### src/rtl/lsu_outstanding_cnt_if.sv
// ----------------------------------------------------------------------------
// lsu_outstanding_cnt_if
//   Bundles the LSU issue/retire events, the waitcnt request and the masks
//   returned to the issue arbiter for lsu_outstanding_cnt.
//   master : issue-stage side (drives events, receives masks)
//   slave  : the counter block
// Signals
//   lsu_valid/lsu_wfid           LSU op issued this cycle and its wavefront
//   lsu_done/lsu_done_wfid       LSU op retired this cycle and its wavefront
//   wc_valid/wc_wfid/wc_thr      waitcnt issued, its wavefront, its threshold
//   wc_wait_arry                 per-wavefront waitcnt stall mask
//   cnt_zero_arry                per-wavefront "no outstanding ops" mask
//   cnt_full_arry                per-wavefront "counter at max" mask
//   cnt_err                      sticky overflow/underflow flag
// ----------------------------------------------------------------------------
interface lsu_outstanding_cnt_if #(
  parameter int WF_PER_CU = 40,
  parameter int CNT_W     = 4
);
  logic                 lsu_valid;
  logic [5:0]           lsu_wfid;
  logic                 lsu_done;
  logic [5:0]           lsu_done_wfid;
  logic                 wc_valid;
  logic [5:0]           wc_wfid;
  logic [CNT_W-1:0]     wc_thr;
  logic [WF_PER_CU-1:0] wc_wait_arry;
  logic [WF_PER_CU-1:0] cnt_zero_arry;
  logic [WF_PER_CU-1:0] cnt_full_arry;
  logic                 cnt_err;

  modport master (
    output lsu_valid, lsu_wfid, lsu_done, lsu_done_wfid,
    output wc_valid, wc_wfid, wc_thr,
    input  wc_wait_arry, cnt_zero_arry, cnt_full_arry, cnt_err
  );

  modport slave (
    input  lsu_valid, lsu_wfid, lsu_done, lsu_done_wfid,
    input  wc_valid, wc_wfid, wc_thr,
    output wc_wait_arry, cnt_zero_arry, cnt_full_arry, cnt_err
  );
endinterface

### src/rtl/lsu_outstanding_cnt.sv
// ----------------------------------------------------------------------------
// lsu_outstanding_cnt
//   Per-wavefront count of outstanding LSU operations in the issue stage.
//   Produces a registered waitcnt stall mask, a zero-outstanding mask, an
//   optional counter-full mask and a sticky overflow/underflow flag.
// Ports
//   clk  : clock, all state updates on the rising edge
//   rst  : asynchronous reset, active-low
//   bus  : lsu_outstanding_cnt_if.slave (events in, masks out)
// Configuration
//   LSU_OUTSTANDING_FULL_STALL_EN : when defined, cnt_full_arry decodes
//   counter == max; otherwise cnt_full_arry is tied to 0.
// ----------------------------------------------------------------------------
module lsu_outstanding_cnt #(
  parameter int WF_PER_CU = 40,
  parameter int CNT_W     = 4
) (
  input  logic                  clk,
  input  logic                  rst,
  lsu_outstanding_cnt_if.slave  bus
);
  localparam int               ID_W    = 6;
  localparam logic [CNT_W-1:0] CNT_MAX = '1;

  logic [CNT_W-1:0]     cnt_q [WF_PER_CU];
  logic [CNT_W-1:0]     cnt_d [WF_PER_CU];
  logic [CNT_W-1:0]     thr_q [WF_PER_CU];
  logic [CNT_W-1:0]     thr_d [WF_PER_CU];
  logic [WF_PER_CU-1:0] wait_q, wait_d;
  logic                 err_q, err_d;

  logic [WF_PER_CU-1:0] inc, dec, wc_hit;

  // Ids >= WF_PER_CU never match any slot, so they are silently ignored.
  always_comb begin
    inc    = '0;
    dec    = '0;
    wc_hit = '0;
    for (int w = 0; w < WF_PER_CU; w++) begin
      inc[w]    = bus.lsu_valid && (bus.lsu_wfid      == ID_W'(w));
      dec[w]    = bus.lsu_done  && (bus.lsu_done_wfid == ID_W'(w));
      wc_hit[w] = bus.wc_valid  && (bus.wc_wfid       == ID_W'(w));
    end
  end

  always_comb begin
    cnt_d  = cnt_q;
    thr_d  = thr_q;
    wait_d = wait_q;
    err_d  = err_q;
    for (int w = 0; w < WF_PER_CU; w++) begin
      // Simultaneous issue and retire cancel out, even at 0 or max.
      case ({inc[w], dec[w]})
        2'b10: begin
          if (cnt_q[w] == CNT_MAX) err_d = 1'b1;
          else                     cnt_d[w] = cnt_q[w] + CNT_W'(1);
        end
        2'b01: begin
          if (cnt_q[w] == '0) err_d = 1'b1;
          else                cnt_d[w] = cnt_q[w] - CNT_W'(1);
        end
        default: ;
      endcase

      // Waitcnt and release both look at the post-event count so a retire
      // in the same cycle is already accounted for.
      if (wc_hit[w]) begin
        wait_d[w] = (cnt_d[w] > bus.wc_thr);
        if (cnt_d[w] > bus.wc_thr) thr_d[w] = bus.wc_thr;
      end else if (wait_q[w] && (cnt_d[w] <= thr_q[w])) begin
        wait_d[w] = 1'b0;
      end
    end
  end

  always_ff @(posedge clk or negedge rst) begin
    if (!rst) begin
      for (int w = 0; w < WF_PER_CU; w++) begin
        cnt_q[w] <= '0;
        thr_q[w] <= '0;
      end
      wait_q <= '0;
      err_q  <= 1'b0;
    end else begin
      cnt_q  <= cnt_d;
      thr_q  <= thr_d;
      wait_q <= wait_d;
      err_q  <= err_d;
    end
  end

  logic [WF_PER_CU-1:0] zero_arry, full_arry;

  always_comb begin
    zero_arry = '0;
    full_arry = '0;
    for (int w = 0; w < WF_PER_CU; w++) begin
      zero_arry[w] = (cnt_q[w] == '0);
`ifdef LSU_OUTSTANDING_FULL_STALL_EN
      full_arry[w] = (cnt_q[w] == CNT_MAX);
`else
      full_arry[w] = 1'b0;
`endif
    end
  end

  assign bus.wc_wait_arry  = wait_q;
  assign bus.cnt_zero_arry = zero_arry;
  assign bus.cnt_full_arry = full_arry;
  assign bus.cnt_err       = err_q;
endmodule

### src/flat_wrapper.sv
// flat-port wrapper written by rule: the top's interface ports become plain ports
module lsu_outstanding_cnt_flat 
#(
  parameter int WF_PER_CU = 40,
  parameter int CNT_W     = 4
)
  (clk, rst, bus_lsu_valid, bus_lsu_wfid, bus_lsu_done, bus_lsu_done_wfid, bus_wc_valid, bus_wc_wfid, bus_wc_thr, bus_wc_wait_arry, bus_cnt_zero_arry, bus_cnt_full_arry, bus_cnt_err);
  lsu_outstanding_cnt_if #(.WF_PER_CU(WF_PER_CU), .CNT_W(CNT_W)) bus_i ();
  input  logic clk;
  input  logic rst;
  input wire logic [$bits(bus_i.lsu_valid)-1:0] bus_lsu_valid;
  input wire logic [$bits(bus_i.lsu_wfid)-1:0] bus_lsu_wfid;
  input wire logic [$bits(bus_i.lsu_done)-1:0] bus_lsu_done;
  input wire logic [$bits(bus_i.lsu_done_wfid)-1:0] bus_lsu_done_wfid;
  input wire logic [$bits(bus_i.wc_valid)-1:0] bus_wc_valid;
  input wire logic [$bits(bus_i.wc_wfid)-1:0] bus_wc_wfid;
  input wire logic [$bits(bus_i.wc_thr)-1:0] bus_wc_thr;
  output wire logic [$bits(bus_i.wc_wait_arry)-1:0] bus_wc_wait_arry;
  output wire logic [$bits(bus_i.cnt_zero_arry)-1:0] bus_cnt_zero_arry;
  output wire logic [$bits(bus_i.cnt_full_arry)-1:0] bus_cnt_full_arry;
  output wire logic [$bits(bus_i.cnt_err)-1:0] bus_cnt_err;
  assign bus_i.lsu_valid = bus_lsu_valid;
  assign bus_i.lsu_wfid = bus_lsu_wfid;
  assign bus_i.lsu_done = bus_lsu_done;
  assign bus_i.lsu_done_wfid = bus_lsu_done_wfid;
  assign bus_i.wc_valid = bus_wc_valid;
  assign bus_i.wc_wfid = bus_wc_wfid;
  assign bus_i.wc_thr = bus_wc_thr;
  assign bus_wc_wait_arry = bus_i.wc_wait_arry;
  assign bus_cnt_zero_arry = bus_i.cnt_zero_arry;
  assign bus_cnt_full_arry = bus_i.cnt_full_arry;
  assign bus_cnt_err = bus_i.cnt_err;
  lsu_outstanding_cnt #(.WF_PER_CU(WF_PER_CU), .CNT_W(CNT_W)) u_core (.clk(clk), .rst(rst), .bus(bus_i));
endmodule
### config.mk
export PLATFORM = sky130hd
export DESIGN_NAME = lsu_outstanding_cnt_flat
export DESIGN_NICKNAME = d
export VERILOG_FILES = /design/src/rtl/lsu_outstanding_cnt_if.sv /design/src/rtl/lsu_outstanding_cnt.sv /design/src/flat_wrapper.sv
export SDC_FILE = /design/constraint.sdc
export NUM_CORES = 1
export LEC_CHECK = 0
export BUFFER_PORTS_ARGS = -buffer_cell sky130_fd_sc_hd__buf_2
export CELL_PAD_IN_SITES_DETAIL_PLACEMENT = 1
export CELL_PAD_IN_SITES_GLOBAL_PLACEMENT = 2
export CORE_ASPECT_RATIO = 0.5
export CORE_UTILIZATION = 36
export DETAILED_ROUTE_END_ITERATION = 6
export PLACE_DENSITY_LB_ADDON = 0.12
export SYNTH_ARGS = -nofsm -noshare
export SYNTH_HDL_FRONTEND = slang
export SYNTH_SLANG_ARGS = --single-unit
### constraint.sdc
create_clock -name clk -period 3.2 [get_ports clk]
set_input_delay 0.16 -clock clk [delete_from_list [all_inputs] [get_ports clk]]
set_output_delay 0.16 -clock clk [all_outputs]
set_load 0.005 [all_outputs]
==> summary.md, run 1 <==
| Metric | Value |
|---|---|
| CTS clk-pin slew, worst paths | `70 ps` |
| Top post-synthesis cells by area | `dfrtp_1, ha_1, inv_1, a21oi_1, mux2i_1` |
| Power Internal | `0.009409 W` |
| Vias in the first global route | `29680` |
| CP Launch Type | `flop` |
| Final setup vio count | `0` |
| Clk buf depth | `3` |
| Port buffer count | `107` |
| Post-Syn Instances | `3532` |
| Mapped Avg Cell Area | `8.555 sq um` |
| Pleak | `18.88 nW` |
| Largest net degree at the start of global routing | `76` |
| Relative slew margins | `50.79%` |
| CP Data Required Time | `3680 ps` |
| Buf/Inv on CP | `1` |
| Number of synthesized flops with an enable pin | `0` |
| Area Growth Syn to Fin | `25.37%` |
| Met3 Routed Length | `2320 um` |
| Reg2Reg Setup Slack | `170 ps` |
| Layout cells sized above 1 | `20.35%` |
| Tcrit/Tclk final | `94.56%` |
| Met2 routed WL | `47020 um` |
| Fmax | `330.5 MHz` |
| Max VDD drop | `0.2761 mV` |
| Clk_skew | `20.57 ps` |
| Reg power frac | `37.8%` |
| DRC Markers | `0` |
| FFs w/ async S/R, synth | `100.0%` |
| Commonest cells post-synth | `ha_1, inv_1, dfrtp_1` |
| Mux cell area share after synthesis | `6.605%` |
| Post-synthesis adder-cell area fraction | `19.88%` |
| Post-DR vias/cell | `5.313` |
| CTS H-tree lvls | `2` |
| Top Layer Used | `met4` |
| Placed cell count | `5239` |
| Hold wc startpoint | `bus_wc_thr[0]` |
| Grt ovf | `0` |
| Switching share of power | `32.95%` |
| CTS tree | `built` |
| Routed wire length | `101100 um` |
| Row count | `74` |
| Starting Density | `36.71%` |
| Worst skew pair latency | `600 ps` |
| Mapped Area | `30220 sq um` |
| Worst-path fanout max | `5` |
| CP peak stage delay | `390 ps` |
| Critical path endpoint category | `flop` |
| Ys flop type | `dfrtp_1` |
| Library cells used by synthesis | `59` |
| IO Count | `148` |
| Post-route insts no fill | `5318` |
| Status | `completed` |
| Sw Pwr | `0.004623 W` |
| Slowest CP cell | `dfrtp_1` |
| Maxcap violations | `0` |
| Initial antenna violation count | `1` |
| Clock power frac | `36.0%` |
| Starting DRC count in detailed routing | `1142` |
| Simple-gate area share of the yosys netlist | `20.56%` |
| GRT Util Overall | `23.64%` |
| Proportion of power drawn by combinational gates | `26.2%` |
| Tmin final | `3026 ps` |
| Setup CP Type | `reg -> reg` |
| Gpl congestion | `0.8489` |
| Hold Violations, Final | `0` |
| Die X | `411.7 um` |
| Core outline area | `82310 sq um` |
| Xor/xnor share of the synthesized area | `0%` |
| Drt wl/cell | `19.01 um` |
| # fillers | `9764` |
| Slew @ Worst Pin | `719.6 ps` |
| Crit-path cells | `buf_4, ha_1, and3_1, a221o_1, nand2_1, o21ai_1, ha_1, nor2b_1, o21a_1, o21a_1, o2111ai_1, mux2_2` |
| Final nets | `4693` |
| Synth Register Bits | `361` |
| CP delay by family, top | `compound AO/OA/AOI/OAI gates` |
| DRT met1 WL | `49650 um` |
| Drt pass-1 iters | `5` |
| Most numerous cell in the Yosys netlist | `ha_1` |
| Synth top area share | `29.90%` |
| Yosys warns | `0` |
| Pwr/cell area | `370.4 nW/um^2` |
| Number of diodes | `0` |
| Die area | `85170 sq um` |
| Crit path DAT | `3510 ps` |
| Sequential share of the synthesized area | `29.90%` |
| Via count | `28250` |
| First-pass GRT wire length | `160800 um` |
| Final core utilization | `46.02%` |
| Worst Setup SP | `u_core.cnt_q[61]` |
| DP Wirelength | `78580 um` |
| TritonCTS Sinks | `361` |
| Dominant cell type by area after synthesis | `dfrtp_1` |
| Detail Route Antenna Nets | `0` |
| HP Class | `in -> reg` |
| Synth Area in Compound Gates | `15.44%` |
| Die Y | `206.9 um` |
| Slew Viols, Final | `0` |
| Launch point of the worst reg-to-reg path | `u_core.cnt_q[61]` |
| Largest family of logic cells by synthesized area | `simple AND/OR/NAND/NOR gates` |
| CTS root buffer | `clkbuf_16` |
| CTS Buf Count | `41` |
cell usage in the layout, fill, tap and decap left out, types with 32 or more instances in the layout:
master     instances
dfrtp_1          360
nand3_1          173
buf_2            105
nand4_1           70
inv_1            448
mux2_2            43
ha_1             479
a31oi_1           54
nor2b_1          104
nand2_1          185
clkbuf_16         43
nand2b_1         105
nor2_1           204
nor3_1            79
and3b_1           41
a21oi_1          333
o21a_1            32
conb_1            40
mux2i_1          151
o22ai_1           85
buf_4            561
o21ai_0          158
power by group through the flow:
stage               logic, W  clock network [W]  registers [W]
floorplan            0.00208                  0        0.00523
global placement     0.00347                  0        0.00535
detailed placement   0.00362                  0        0.00537
CTS                  0.00365            0.00524        0.00529
global route         0.00413            0.00538        0.00535
finish               0.00368            0.00505        0.00530
flip-flops by register name, summed over array words and instances, names as in the netlist:
signal,count
u_core.bus.cnt_err,1
u_core.cnt_q,160
u_core.bus.wc_wait_arry,40
u_core.thr_q,160
what timing repair did:
action / 4_1_cts / 5_1_grt
pin swaps: 0 / 2
resized for setup: 1 / 34
setup endpoints to repair: 1 / 94
hold buffers: 3 / 0
buffers inserted: 0 / 3
hold endpoints to repair: 70 / 0
final cells by class:
type                    count  area, sq um  share of cell area, %
clock buffers              56         1195                  3.154
well taps                1102         1379                  3.640
repair buffers            690         5182                  13.68
inverters                 451         1700                  4.489
flip-flops and latches    361         9035                  23.85
multi-input cells        2641        19230                  50.75
clock inverters            17        163.9                 0.4327
cells by family (layout without fill, tap and decap cells):
family | after synthesis | after routing
and+or+nand+nor | 1127 | 1127
AOI/OAI and AO/OA | 800 | 800
buffers and inverters | 569 | 1214
adders and majority gates | 480 | 480
DFF | 361 | 361
muxes | 194 | 194
other | 1 | 40
final timing paths:
path | end | cells past startpoint
worst max-delay path | u_core.thr_q[60] | 12
worst min-delay path | u_core.thr_q[112] | 2
worst max register to register | u_core.thr_q[60] | 12
worst min register to register | u_core.thr_q[156] | 1
max in group asynchronous | u_core.thr_q[55] | 3
min in group asynchronous | u_core.thr_q[42] | 2
per-layer routing:
layer | global-route usage (%) | vias up
met5 | 0 | -
met4 | 5.483 | 0
met3 | 2.471 | 110
met2 | 40.01 | 251
met1 | 32.41 | 14120
li1 | - | 13780
per-stage QoR:
step | hold slack [ps] | TNS, ps | cell area [sq um] | setup WS [ps] | power, W
after floorplan | -135.6 | -45.88 | 30440 | -28.35 | 0.007309
after global placement | 222.8 | -6406 | 36330 | -297.0 | 0.008828
after detailed placement | 228.0 | -18120 | 36330 | -376.4 | 0.008991
after CTS | 60.81 | 0 | 37720 | 19.49 | 0.01418
after global routing | 74.13 | -105.9 | 37880 | -33.00 | 0.01487
final | 98.71 | 0 | 37880 | 174.1 | 0.01403
Note: power is estimated with default switching activity, not from simulation.
==> inputs of run 2 (changes only) <==
ABC_AREA = 1   (was not set)
CORE_UTILIZATION = 34   (was 36)
==> summary.md, run 2 <==
| Metric | Value |
|---|---|
| CTS clk-pin slew, worst paths | `60 ps` |
| Library cells used by synthesis | `33` |
| Port buffer count | `107` |
| GRT Util Overall | `22.03%` |
| Area Growth Syn to Fin | `15.49%` |
| Final setup vio count | `0` |
| Worst skew pair latency | `590 ps` |
| Top post-synthesis cells by area | `dfrtp_1, ha_1, inv_1, nand2_1, o21ai_0` |
| Via count | `27310` |
| Pwr/cell area | `447.9 nW/um^2` |
| Layout cells sized above 1 | `9.392%` |
| Place WS | `-104.5 ps` |
| Core outline area | `86340 sq um` |
| Register-to-Register Path Depth | `14` |
| Slew Viols, Final | `0` |
| Top Layer Used | `met4` |
| IO Count | `148` |
| Post-route insts no fill | `5517` |
| FFs w/ async S/R, synth | `100.0%` |
| Most numerous cell in the Yosys netlist | `inv_1` |
| Commonest non-fill, non-tap cell in the layout | `inv_1` |
| Reg2Reg Setup Slack | `350 ps` |
| DRC Markers | `0` |
| Die Y | `211.1 um` |
| Starting DRC count in detailed routing | `1139` |
| Met2 routed WL | `44170 um` |
| Row count | `76` |
| CP Data Required Time | `3660 ps` |
| Dominant cell type by area after synthesis | `dfrtp_1` |
| Met3 Routed Length | `2470 um` |
| Clk_skew | `10.97 ps` |
| Post-Syn Instances | `4018` |
| Detail Route Antenna Nets | `0` |
| Starting Density | `34.44%` |
| Hold wc startpoint | `bus_wc_thr[3]` |
| Routed wire length | `96550 um` |
| HP Class | `in -> reg` |
| Power Internal | `0.009834 W` |
| Gpl congestion | `0.8579` |
| Synth top area share | `30.38%` |
| WHS Endpoint | `u_core.thr_q[35]` |
| Tcrit/Tclk final | `89.04%` |
| Maxcap violations | `0` |
| Clk buf depth | `3` |
| Crit path DAT | `3310 ps` |
| CTS root buffer | `clkbuf_16` |
| Final WS setup | `350.9 ps` |
| Critical path endpoint category | `flop` |
| Grt ovf | `0` |
| First-pass GRT wire length | `154800 um` |
| Die X | `420.2 um` |
| CTS tree | `built` |
| CTS H-tree lvls | `2` |
| Sw Pwr | `0.005545 W` |
| Min Hold Slack | `80.20 ps` |
| Fmax | `351.0 MHz` |
| Max VDD drop | `0.3454 mV` |
| Switching share of power | `36.05%` |
| CTS Buf Count | `44` |
| Largest net degree at the start of global routing | `84` |
| Unrepaired setup endpoints after global routing | `no` |
| Total power | `0.01538 W` |
| DP Wirelength | `74340 um` |
| Hold Crit Depth | `3` |
| Clock power frac | `32.6%` |
| Tmin final | `2849 ps` |
| Vias in the first global route | `28900` |
| CP Launch Type | `flop` |
| Pleak | `17.38 nW` |
| Commonest cells post-synth | `inv_1, nand2_1, ha_1` |
| Most frequent cells in the layout | `inv_1, nand2_1, ha_1` |
| Drt pass-1 iters | `4` |
| Reg2reg end | `u_core.thr_q[122]` |
| Die area | `88710 sq um` |
| Slew @ Worst Pin | `853.8 ps` |
| Mapped Avg Cell Area | `7.400 sq um` |
| Setup CP Type | `reg -> reg` |
| Sequential share of the synthesized area | `30.38%` |
| Launch point of the worst reg-to-reg path | `u_core.cnt_q[120]` |
| Reg power frac | `36.7%` |
| TritonCTS Sinks | `361` |
| Initial antenna violation count | `3` |
| Hold Violations, Final | `0` |
| Yosys warns | `0` |
| Number of synthesized flops with an enable pin | `0` |
| Placed cell count | `5438` |
| Worst-path fanout max | `9` |
| Synth Register Bits | `361` |
| DRT met1 WL | `47740 um` |
| Final setup TNS | `0 ps` |
| Proportion of power drawn by combinational gates | `30.7%` |
| Ys flop type | `dfrtp_1` |
| Drt wl/cell | `17.50 um` |
| Final nets | `4822` |
| Relative slew margins | `43.08%` |
| Post-CTS Setup Bufs | `0` |
| Post-DR vias/cell | `4.951` |
| Status | `completed` |
| Mapped Area | `29730 sq um` |
==> run 2: repair_timing <==
item,in CTS,in global routing
gates resized for setup,0,1
hold buffers,1,0
setup endpoints to repair,0,1
endpoints found under the hold margin,75,0
==> run 2: metrics by stage <==
step	instance area, sq um	util, %
6_report	34340	39.77
4_1_cts	34330	39.76
5_1_grt	34340	39.77
2_1_floorplan	29880	-
3_5_place_dp	32950	38.17
3_3_place_gp	32950	38.17
==> run 2: worst max-delay path by stage <==
stage | end | cells after the start | from
detailed placement | u_core.thr_q[67] | 21 | bus_lsu_wfid[2]
floorplan | u_core.thr_q[104] | 15 | bus_lsu_wfid[5]
CTS | u_core.thr_q[14] | 13 | u_core.cnt_q[12]
finish | u_core.thr_q[122] | 14 | u_core.cnt_q[120]
global route | u_core.thr_q[85] | 14 | u_core.cnt_q[84]
global placement | u_core.thr_q[126] | 18 | bus_lsu_wfid[5]
==> run 2: final cells by class <==
cell class | count | area [sq um]
Timing Repair Buffer | 277 | 2027
Tap cell | 1170 | 1464
Clock buffer | 67 | 1299
Fill cell | 10820 | 52000
Clock inverter | 8 | 68.82
Multi-Input combinational cell | 2859 | 17530
Sequential cell | 361 | 9034
Inverter | 772 | 2905
Antenna cell | 3 | 7.507
==> run 2: cells by family (layout without fill, tap and decap cells) <==
group / Yosys count / count (layout) / synth area share, %
XOR/XNOR: 66 / 66 / 1.944
AND/OR/NAND/NOR: 1371 / 1371 / 19.40
other: 1 / 43 / 0.01261
flip-flops: 361 / 361 / 30.38
buffers and inverters: 837 / 1124 / 11.14
AO/OA/AOI/OAI: 902 / 902 / 16.93
adder cells (fa/ha/maj): 480 / 480 / 20.20
==> run 2: power groups by stage <==
stage	clock (W)	combinational [W]	sequential, W
after floorplan	0	0.00313	0.00555
after global placement	0	0.00454	0.00570
after detailed placement	0	0.00476	0.00571
after CTS	0.00521	0.00480	0.00563
after global routing	0.00535	0.00551	0.00573
final	0.00502	0.00472	0.00564
==> run 2: layer usage <==
| layer | global-route usage [%] | up-vias |
|---|---|---|
| met5 | 0 | - |
| met1 | 29.96 | 13220 |
| li1 | - | 13770 |
| met2 | 37.00 | 208 |
| met3 | 2.750 | 116 |
| met4 | 5.329 | 0 |
==> run 2: critical path, cell delays in order, from the launching register on <==
cell and delay [ps]:
dfrtp_1 410, inv_1 110, ha_1 190, nand2_1 90, o21ai_0 450, nand2_1 110, a32o_1 290, ha_1 290
inv_1 50, nor2_1 100, nor2_1 50, o21ai_0 160, nand2_1 220, nand2_1 110, o21ai_0 80
